File: src/rtl/phase_corr_pkg.sv
// Shared types and constants for the phase corrector.
//   phase_corr_entry_t    : one offset-table entry {en, offset}
//   PHASE_CORR_INIT_ENTRY : value written into every entry after reset
//   PHASE_CORR_TBL_W      : stored entry width (9 with PHASE_CORR_MASK_EN, else 8)
//   phase_corr_state_t    : control FSM states
package phase_corr_pkg;

  localparam int PHASE_CORR_DEPTH = 249;

  typedef struct packed {
    logic       en;
    logic [7:0] offset;
  } phase_corr_entry_t;

  localparam phase_corr_entry_t PHASE_CORR_INIT_ENTRY = '{en: 1'b1, offset: 8'h00};

`ifdef PHASE_CORR_MASK_EN
  localparam int PHASE_CORR_TBL_W = 9;
`else
  localparam int PHASE_CORR_TBL_W = 8;
`endif

  typedef enum logic [1:0] {ST_INIT, ST_IDLE, ST_RUN} phase_corr_state_t;

endpackage

File: src/rtl/phase_corr_table.sv
// Offset table: simple dual-port RAM, one write port and one registered
// read port. Read-first: a same-cycle write to the address being read
// returns the old contents. Writes to addresses >= DEPTH are dropped.
//   clk    : clock
//   we     : write strobe;  waddr / wdata : write address / data
//   raddr  : read address;  rdata         : read data, one cycle later
//            (reads at or beyond DEPTH return 0)
module phase_corr_table
  import phase_corr_pkg::*;
#(
  parameter int DEPTH = PHASE_CORR_DEPTH,
  parameter int AW    = $clog2(DEPTH),
  parameter int W     = PHASE_CORR_TBL_W
) (
  input  logic          clk,
  input  logic          we,
  input  logic [AW-1:0] waddr,
  input  logic [W-1:0]  wdata,
  input  logic [AW-1:0] raddr,
  output logic [W-1:0]  rdata
);

  localparam logic [AW-1:0] LIMIT = AW'(DEPTH);

  logic [W-1:0] mem [DEPTH];
  logic [W-1:0] rdata_q;

  // Both ports sample the array before the write lands -> read-first.
  always_ff @(posedge clk) begin
    if (we && (waddr < LIMIT)) mem[waddr] <= wdata;
    if (raddr < LIMIT) rdata_q <= mem[raddr];
    else               rdata_q <= '0;
  end

  assign rdata = rdata_q;

endmodule

File: src/rtl/phase_corrector.sv
// Per-transducer phase offset / output mask stage between modulation and
// silencer. Each burst of DEPTH samples (sample k = transducer k) gets the
// stored offset for its transducer added to the phase, with 2-cycle latency
// and no backpressure.
// Optional build macro: PHASE_CORR_MASK_EN (store the enable bit and zero
// the intensity of disabled transducers).
// Ports:
//   CLK, RESET (async, active high)
//   CORR_ENABLE              : correction on/off, sampled at burst start
//   DIN_VALID, INTENSITY_IN, PHASE_IN : input samples
//   TBL_WE, TBL_ADDR, TBL_DATA        : table write port ({en, offset})
//   ERR_CLR                  : clears ERR
//   INTENSITY_OUT, PHASE_OUT, DOUT_VALID : corrected samples
//   BUSY                     : table initialisation in progress
//   ERR                      : sticky burst-length error
module phase_corrector
  import phase_corr_pkg::*;
#(
  parameter int DEPTH = PHASE_CORR_DEPTH,
  parameter int AW    = $clog2(DEPTH)
) (
  input  logic          CLK,
  input  logic          RESET,
  input  logic          CORR_ENABLE,
  input  logic          DIN_VALID,
  input  logic [15:0]   INTENSITY_IN,
  input  logic [7:0]    PHASE_IN,
  input  logic          TBL_WE,
  input  logic [AW-1:0] TBL_ADDR,
  input  logic [8:0]    TBL_DATA,
  input  logic          ERR_CLR,
  output logic [15:0]   INTENSITY_OUT,
  output logic [7:0]    PHASE_OUT,
  output logic          DOUT_VALID,
  output logic          BUSY,
  output logic          ERR
);

  localparam int            TW   = PHASE_CORR_TBL_W;
  localparam logic [AW-1:0] LAST = AW'(DEPTH - 1);
  localparam logic [AW-1:0] FULL = AW'(DEPTH);

  phase_corr_state_t state_q, state_d;
  logic [AW-1:0]     idx_q, idx_d;
  logic              corr_q, corr_d;
  logic              err_q, err_d;
  logic [2:1]        vld_pipe_q, vld_pipe_d;
  logic [7:0]        phase_s1_q, phase_s1_d, phase_out_q, phase_out_d;
  logic [15:0]       int_s1_q, int_s1_d, int_out_q, int_out_d;
  logic              use_s1_q, use_s1_d;

  logic              set_err, use_tbl, tbl_we;
  logic [AW-1:0]     tbl_waddr;
  logic [TW-1:0]     tbl_wdata, tbl_rdata;
  logic [7:0]        rd_off;

  // Control FSM and sample index. idx doubles as the INIT fill address.
  always_comb begin
    state_d = state_q;
    idx_d   = idx_q;
    corr_d  = corr_q;
    set_err = 1'b0;
    use_tbl = 1'b0;
    unique case (state_q)
      ST_INIT: begin
        if (idx_q == LAST) begin
          state_d = ST_IDLE;
          idx_d   = '0;
        end else begin
          idx_d = idx_q + 1'b1;
        end
      end
      ST_IDLE: begin
        idx_d = '0;
        // Only a rising DIN_VALID opens a burst, so the tail of a burst
        // that started during INIT is passed through unchecked.
        if (DIN_VALID && !vld_pipe_q[1]) begin
          state_d = ST_RUN;
          idx_d   = AW'(1);
          corr_d  = CORR_ENABLE;
          use_tbl = CORR_ENABLE;
        end
      end
      ST_RUN: begin
        if (DIN_VALID) begin
          // Samples past DEPTH bypass the table and flag the overrun.
          use_tbl = corr_q && (idx_q != FULL);
          if (idx_q == FULL) set_err = 1'b1;
          else               idx_d   = idx_q + 1'b1;
        end else begin
          state_d = ST_IDLE;
          idx_d   = '0;
          if (idx_q != FULL) set_err = 1'b1;
        end
      end
      default: state_d = ST_INIT;
    endcase
  end

  // Table write mux: INIT owns the port, bus writes are ignored meanwhile.
  always_comb begin
    tbl_we    = TBL_WE;
    tbl_waddr = TBL_ADDR;
`ifdef PHASE_CORR_MASK_EN
    tbl_wdata = TBL_DATA;
`else
    tbl_wdata = TBL_DATA[7:0];
`endif
    if (state_q == ST_INIT) begin
      tbl_we    = 1'b1;
      tbl_waddr = idx_q;
`ifdef PHASE_CORR_MASK_EN
      tbl_wdata = PHASE_CORR_INIT_ENTRY;
`else
      tbl_wdata = PHASE_CORR_INIT_ENTRY.offset;
`endif
    end
  end

  phase_corr_table #(.DEPTH(DEPTH), .AW(AW), .W(TW)) u_table (
    .clk   (CLK),
    .we    (tbl_we),
    .waddr (tbl_waddr),
    .wdata (tbl_wdata),
    .raddr (idx_q),
    .rdata (tbl_rdata)
  );

`ifdef PHASE_CORR_MASK_EN
  phase_corr_entry_t rd_entry;
  assign rd_entry = tbl_rdata;
  assign rd_off   = rd_entry.offset;
  assign int_out_d = (use_s1_q && !rd_entry.en) ? 16'h0000 : int_s1_q;
`else
  logic unused_tbl_en;
  assign unused_tbl_en = TBL_DATA[8];
  assign rd_off        = tbl_rdata;
  assign int_out_d     = int_s1_q;
`endif

  // Stage 1 registers the sample alongside the table read; stage 2 applies it.
  always_comb begin
    vld_pipe_d  = {vld_pipe_q[1], DIN_VALID};
    phase_s1_d  = PHASE_IN;
    int_s1_d    = INTENSITY_IN;
    use_s1_d    = use_tbl;
    phase_out_d = phase_s1_q + (use_s1_q ? rd_off : 8'h00);
    err_d       = err_q;
    if (ERR_CLR) err_d = 1'b0;
    if (set_err) err_d = 1'b1;
  end

  always_ff @(posedge CLK or posedge RESET) begin
    if (RESET) begin
      state_q     <= ST_INIT;
      idx_q       <= '0;
      corr_q      <= 1'b0;
      err_q       <= 1'b0;
      vld_pipe_q  <= '0;
      phase_s1_q  <= '0;
      int_s1_q    <= '0;
      use_s1_q    <= 1'b0;
      phase_out_q <= '0;
      int_out_q   <= '0;
    end else begin
      state_q     <= state_d;
      idx_q       <= idx_d;
      corr_q      <= corr_d;
      err_q       <= err_d;
      vld_pipe_q  <= vld_pipe_d;
      phase_s1_q  <= phase_s1_d;
      int_s1_q    <= int_s1_d;
      use_s1_q    <= use_s1_d;
      phase_out_q <= phase_out_d;
      int_out_q   <= int_out_d;
    end
  end

  assign INTENSITY_OUT = int_out_q;
  assign PHASE_OUT     = phase_out_q;
  assign DOUT_VALID    = vld_pipe_q[2];
  assign BUSY          = (state_q == ST_INIT);
  assign ERR           = err_q;

endmodule

File: config.mk
export PLATFORM = sky130hd
export DESIGN_NAME = phase_corrector
export DESIGN_NICKNAME = d
export VERILOG_FILES = /design/src/rtl/phase_corr_pkg.sv /design/src/rtl/phase_corr_table.sv /design/src/rtl/phase_corrector.sv
export SDC_FILE = /design/constraint.sdc
export NUM_CORES = 2
export LEC_CHECK = 0
export BUFFER_PORTS_ARGS = -buffer_cell sky130_fd_sc_hd__buf_4
export CORE_UTILIZATION = 40
export DETAILED_ROUTE_END_ITERATION = 7
export SLEW_MARGIN = 10
export SYNTH_ARGS = -nofsm -noshare
export SYNTH_HDL_FRONTEND = slang
export SYNTH_SLANG_ARGS = --single-unit
File: constraint.sdc
create_clock -name CLK -period 15.4 [get_ports CLK]
set_clock_uncertainty 0.15 [all_clocks]
set_input_delay 0.77 -clock CLK [delete_from_list [all_inputs] [get_ports CLK]]
set_output_delay 0.77 -clock CLK [all_outputs]
set_load 0.03 [all_outputs]
* After elaboration in Yosys (flattened, before gate mapping)
Memory sizes are Yosys's and may differ from the RTL's. A register that Yosys moved wholly into a read port is not among the register bits. Cells that the tools add are included.
Word-level totals: input port bits 47, memories 1, word-level logic and storage cells 59, register bits after elaboration 63, memory bits (writable) 1992, output and inout port bits 27
Memory list:
- u_table.mem | depth 249, width 8, read ports 1, clocked after Yosys merged registers in 1, wr ports 1, line phase_corr_table.sv:25 | logic [W-1:0] mem [DEPTH];
Cells by class: reduce and logical (&&, ||, !) cells 11, order comparisons 2, multiplexer cells 24, equality and inequality tests 9, add/sub/neg operators 2
Operator list (number):
- $mux W8 | 6
- $pmux W8 S3 | 1
- $eq A8 B8 Y1 const B | 2
- $lt A8 B8 Y1 const B | 2
- $mux W1 | 12
- $add A8 B1 Y8 const B | 1
- $add A8 B8 Y8 | 1
- $ne A8 B8 Y1 const B | 1
- $mux W2 | 3
- $pmux W2 S3 | 1
- $ne A2 B2 Y1 const B | 2
- $reduce_and A2 Y1 | 2
- $logic_and A1 B1 Y1 | 3
- $ne A3 B3 Y1 const B | 1
- $reduce_and A3 Y1 | 1
- $reduce_bool A3 Y1 | 1
- $eq A2 B1 Y1 const B | 1
- $eq A2 B2 Y1 const B | 1
- $logic_not A1 Y1 | 2
- $logic_not A2 Y1 | 1
- $ne A2 B1 Y1 const B | 1
- $pmux W1 S2 | 1
- $reduce_bool A2 Y1 | 1

* Longest topological paths before layout
depth after elaboration 6, gate-level depth with buffers 14, mapped depth without buffers 9

* By module
From an unflattened synthesis, not the netlist that was laid out.
Second synthesis, totals: cell total of the unflattened synthesis 3952, area, all modules 80775.0 µm²
By module, submodules not included:
- phase_corr_table | cells an instance 3753, sequential area each 59977.5 µm², area each 78242.5 µm², instances 1
- phase_corrector | cells an instance 199, sequential area each 1576.5 µm², area each 2532.4 µm², instances 1

* Least setup slack after synthesis
Ideal clock, no wire load.
path kind reg-to-reg, start point reg state_q[0], end point mem u_table.mem[0][0] in the netlist's numbering (data pin), arrival time 7.571 ns, period minus slack after synthesis 9.133 ns, setup time 1.413 ns, path buffers 4, cell stages (with the launch flop) 8, path slack 6.267 ns, required time 13.837 ns, path through dfrtp_1 -> inv_1 -> ha_1 -> buf_2 -> buf_2 -> buf_1 -> clkbuf_1 -> nor2b_1
On the way: longest elaborated chain between the ends 2
Ends and longest elaborated chain:
- start: declaration | line phase_corrector.sv:43 | phase_corr_state_t state_q, state_d;
- start signal: assignment | line phase_corrector.sv:166 | state_q <= state_d;
- $logic_not A2 Y1
- via BUSY | line phase_corrector.sv:35 | output logic BUSY,
- $mux W8 | line phase_corrector.sv:109 | if (state_q == ST_INIT) begin
- via tbl_wdata[0] | line phase_corrector.sv:54 | logic [TW-1:0] tbl_wdata, tbl_rdata;
- end: declaration | line phase_corr_table.sv:25
The timed path passes the listed nets, and every way through them passes these cells.

* Worst setup path in the final report
start point reg idx_q[0], end point reg u_table.rdata_q[1], in the netlist u_table.rdata[1] (read register of u_table.mem)
On the way: longest elaborated chain between the ends 2
Ends and longest elaborated chain:
- start: declaration | line phase_corrector.sv:44 | logic [AW-1:0] idx_q, idx_d;
- start signal: assignment | line phase_corrector.sv:167 | idx_q <= idx_d;
- $lt A8 B8 Y1 | line phase_corr_table.sv:31 | if (raddr < LIMIT) rdata_q <= mem[raddr];
- $logic_not A1 Y1 (no source line)
- end: declaration | line phase_corr_table.sv:26 | logic [W-1:0] rdata_q;
Several ways; a longest one is shown, not always the timed one. A chain may end at the register's enable or synchronous reset.

==> run summary <==
The count of antenna-violating nets left after detailed routing was 0; the maximum number of pins on one net before global-route repair was 250. Summed over all layers, the global routing overflow is 0. The clock net in this run drives a total of 2063 sinks.

The number of setup buffers added after CTS is 0. Area share of and/or/nand/nor cells after synthesis: 3.122%. In this run, synthesis produced a sequential element count of 2063. The clock reaches the later pin of the worst-skew pair after 0.84 ns.

Setup repair after global routing left no endpoint under its margin. Data arrives at the worst endpoint at 6.67 ns. Summed over all failing endpoints, the final setup total negative slack is 0 ns.

The flow ran to the end, but the final reports show violations. The worst-case IR drop observed on VDD is 0.1287 mV. The cell sitting at the root of the clock tree is a sky130_fd_sc_hd__clkbuf_16. The tools report the site row count as 164.

No sink is reached through more buffers than the 3 on the longest clock path. The post-placement worst setup slack was 9.045 ns; the number of cells produced by synthesis was 3877. Main combinational cell family by area after synthesis: multiplexers. The net count after synthesis is 3939, and the count of unresolved DRC violations after routing is 2.

Counting flops with an async set or reset pin after synthesis yields a share of 3.054%. Measured in cells, the most critical reg-to-reg path has a length of 10. The run gives 128.1 mm as the HPWL reported at the end of detailed placement. The critical-path maximum fanout is 68.

The worst setup path is of the reg -> reg kind. TritonCTS built the clock tree. The run gives 6 as the initial antenna violation count. Multiplexer cells account for 15.36% of the synthesized area. Clock tree synthesis inserted a total of 204 buffers.

Input and output buffers added on the ports amount to 72. Across the run, the number of max-cap violations was 0. The fraction of layout cells with a size suffix above 1 was 22.34%.

The tightest min-delay check is of the in -> async type. The detail-routed via count per cell came out at 5.869. The setup slack after layout is 9.265 ns, and the adder and majority gate portion of the synthesized area is 0.2414%.

The number of endpoints with negative hold slack in the final report is 0, and the setup-violating endpoint count in the final report is 0. The final wirelength is 217.5 mm. The die outline width came out at 451.6 um. STA classifies the critical path startpoint as a register.

The count of different cell masters after synthesis came out at 81. The signal on the critical path passes through buf_12 > buf_4 > buf_4 > buf_4 > mux4_1 > mux4_2 > a22oi_1 > nand2_1 > nor2_1 > o32ai_1. The pin slew with the least headroom to its limit works out to 1.276 ns. The die covers 204000 sq um. The count of H-tree levels built during CTS is 4, and the hold buffer count at cts is 26.

The first global-routing pass estimated 308.1 mm of wire. Of the total synthesized cell area, the portion taken by XOR and XNOR cells is 0.07581%. After synthesis, the mean cell area works out to 20.86 sq um.

The first-iteration detailed-routing DRC count was 5042; the post-route fraction of the period consumed by the critical path was 39.84%. In this design, the critical path's most frequently occurring cell is sky130_fd_sc_hd__buf_4. The worst setup path is captured at a register.

The area growth from synthesis to layout is 12.05%. Power comes to 15.84 mW. Gates resized during post-CTS repair numbered 0. The post-route minimum period is 6.135 ns. For the last weighted congestion value of the routability-driven placer, the log shows 0.8499. The net count of the finished layout was 4107. The timing-limited maximum frequency was 163.0 MHz; the Yosys warning count was 0.

The clock slew at the register clock pins of the worst setup and hold paths works out to 0.06 ns. The most used flip-flop cell after synthesis was sky130_fd_sc_hd__edfxtp_1. After detailed placement, the design holds a cell count of 6467. Counting flops with a built-in enable in the synthesized netlist gives 1992.

The first TritonRoute pass finished after 7 iterations. For this design the ratio of total power to cell area is 174.8 nW/um^2. The floorplan step set the die height to 451.6 um. At the worst endpoint, the required time is 15.93 ns. For this design the top-level I/O count stands at 74.

The run gives 0 as the total count of max-transition violations in the final report. The maximum cell stage delay along the critical path is 0.85 ns. The synthesized netlist devotes 2.841% of its cell area to compound gates. For the overall routing resource usage, the log shows 21.22%.

The total vias in the final route is 40.34k, and the core footprint is 200300 sq um. For the via count of the first global-routing pass, the log shows 40.48k. The logs give 6873 for the post-route non-filler standard cell count and 12.74% for the max-slew headroom at the worst pin.

Cell with the biggest individual delay on the critical path: sky130_fd_sc_hd__dfrtp_4. The final core area utilization was 45.25%; the post-synthesis instance area was 80870 sq um. The final reports fail on design-rule violations. For this run, the register share of the synthesized area comes to 76.12%. Summed over all cells, the static leakage comes to 28.28 nW.

The mean routed wirelength per cell works out to 31.65 um. Once the floorplan was initialized, standard cells occupied 40.38% of the core.
-- per-stage QoR --
step,hold slack [ns],area [sq um]
floorplan,0.1812,80870
global placement,0.1816,83890
detailed placement,0.1847,83890
CTS,0.01475,90560
global route,0.05523,90610
finish,0.06011,90610
-- critical path, delay by kind of cell (launching register included) --
kind                   cells  cell delay (ns)
and+or+nand+nor            2             0.46
AOI/OAI and AO/OA          2             0.39
muxes                      2             1.24
buffers and inverters      4             2.79
DFF                        1             0.85
-- synthesized netlist by cell type, types with 25 or more instances --
master                     count  area share, %
sky130_fd_sc_hd__nor2_1      306            1.4
sky130_fd_sc_hd__buf_6        32           0.45
sky130_fd_sc_hd__a22oi_1      88           0.82
sky130_fd_sc_hd__nor2b_1      28           0.22
sky130_fd_sc_hd__edfxtp_1   1992             74
sky130_fd_sc_hd__buf_4        25           0.23
sky130_fd_sc_hd__dfrtp_1      63            1.9
sky130_fd_sc_hd__o21ai_0      32           0.20
sky130_fd_sc_hd__mux2i_1     156            1.9
sky130_fd_sc_hd__nand3_1      39           0.24
sky130_fd_sc_hd__buf_2        58           0.36
sky130_fd_sc_hd__clkbuf_1     61           0.28
sky130_fd_sc_hd__a21oi_1      52           0.32
sky130_fd_sc_hd__nand2_1     113           0.52
sky130_fd_sc_hd__mux4_2      448             12
-- metal layers --
layer,share of wire [%],GRT usage [%]
met1,41,29.82
met2,47,33.04
met3,9.0,4.914
met5,0.012,0
met4,2.9,6.282
-- where the power goes --
group	switching (mW)	internal, mW	total [mW]
logic	2.73	1.49	4.22
registers	0.0841	6.75	6.84
clock network	2.12	2.66	4.78
total	4.94	10.9	15.8
-- kinds of logic (layout without fill, tap and decap cells) --
logic type | after synthesis | after routing
compound gates | 326 | 326
xor+xnor | 7 | 7
fa+ha+maj | 15 | 15
buf+inv | 242 | 581
flops | 2063 | 2063
mux | 646 | 646
other cells | 0 | 1
simple gates | 578 | 578
-- area by class of cell --
type,count,area (sq um)
multi-input cells,1572,17610
clock inverters,110,942.2
well taps,2656,3323
repair buffers,188,1642
diodes,1,2.502
clock buffers,267,5465
flip-flops and latches,2063,61570
fillers,16920,109700
inverters,16,60.06
-- flip-flops by register name, indices dropped and copies added (netlist names) --
| name | flops |
|---|---|
| idx_q | 8 |
| ERR | 1 |
| u_table.mem | 1992 |
| corr_q | 1 |
| u_table.rdata | 8 |
| int_out_d | 16 |
| PHASE_OUT | 8 |
| INTENSITY_OUT | 16 |
| use_s1_q | 1 |
| vld_pipe_q | 2 |
| phase_s1_q | 8 |
| state_q | 2 |
-- final timing paths --
kind | start | end | slack (ns)
hold / removal | RESET | phase_s1_q[7] | 0.06
max in group asynchronous | RESET | idx_q[0] | 14.32
hold reg to reg | int_out_d[3] | INTENSITY_OUT[3] | 0.20
setup / recovery | idx_q[0] | u_table.rdata[1] | 9.26
min in group CLK | CORR_ENABLE | corr_q | 0.06
setup reg to reg | idx_q[0] | u_table.rdata[1] | 9.26
-- cells in the final DEF, fill, tap and decap left out, types with 54 or more instances in the layout --
cell | Yosys | routed
sky130_fd_sc_hd__clkbuf_1 | 61 | 54
sky130_fd_sc_hd__mux4_2 | 448 | 448
sky130_fd_sc_hd__edfxtp_1 | 1992 | 1992
sky130_fd_sc_hd__nand2_1 | 113 | 113
sky130_fd_sc_hd__buf_4 | 25 | 150
sky130_fd_sc_hd__dfrtp_1 | 63 | 56
sky130_fd_sc_hd__a22oi_1 | 88 | 88
sky130_fd_sc_hd__nor2_1 | 306 | 304
sky130_fd_sc_hd__clkbuf_16 | 0 | 207
sky130_fd_sc_hd__mux2i_1 | 156 | 156
Power figures use the tool's default switching activity.
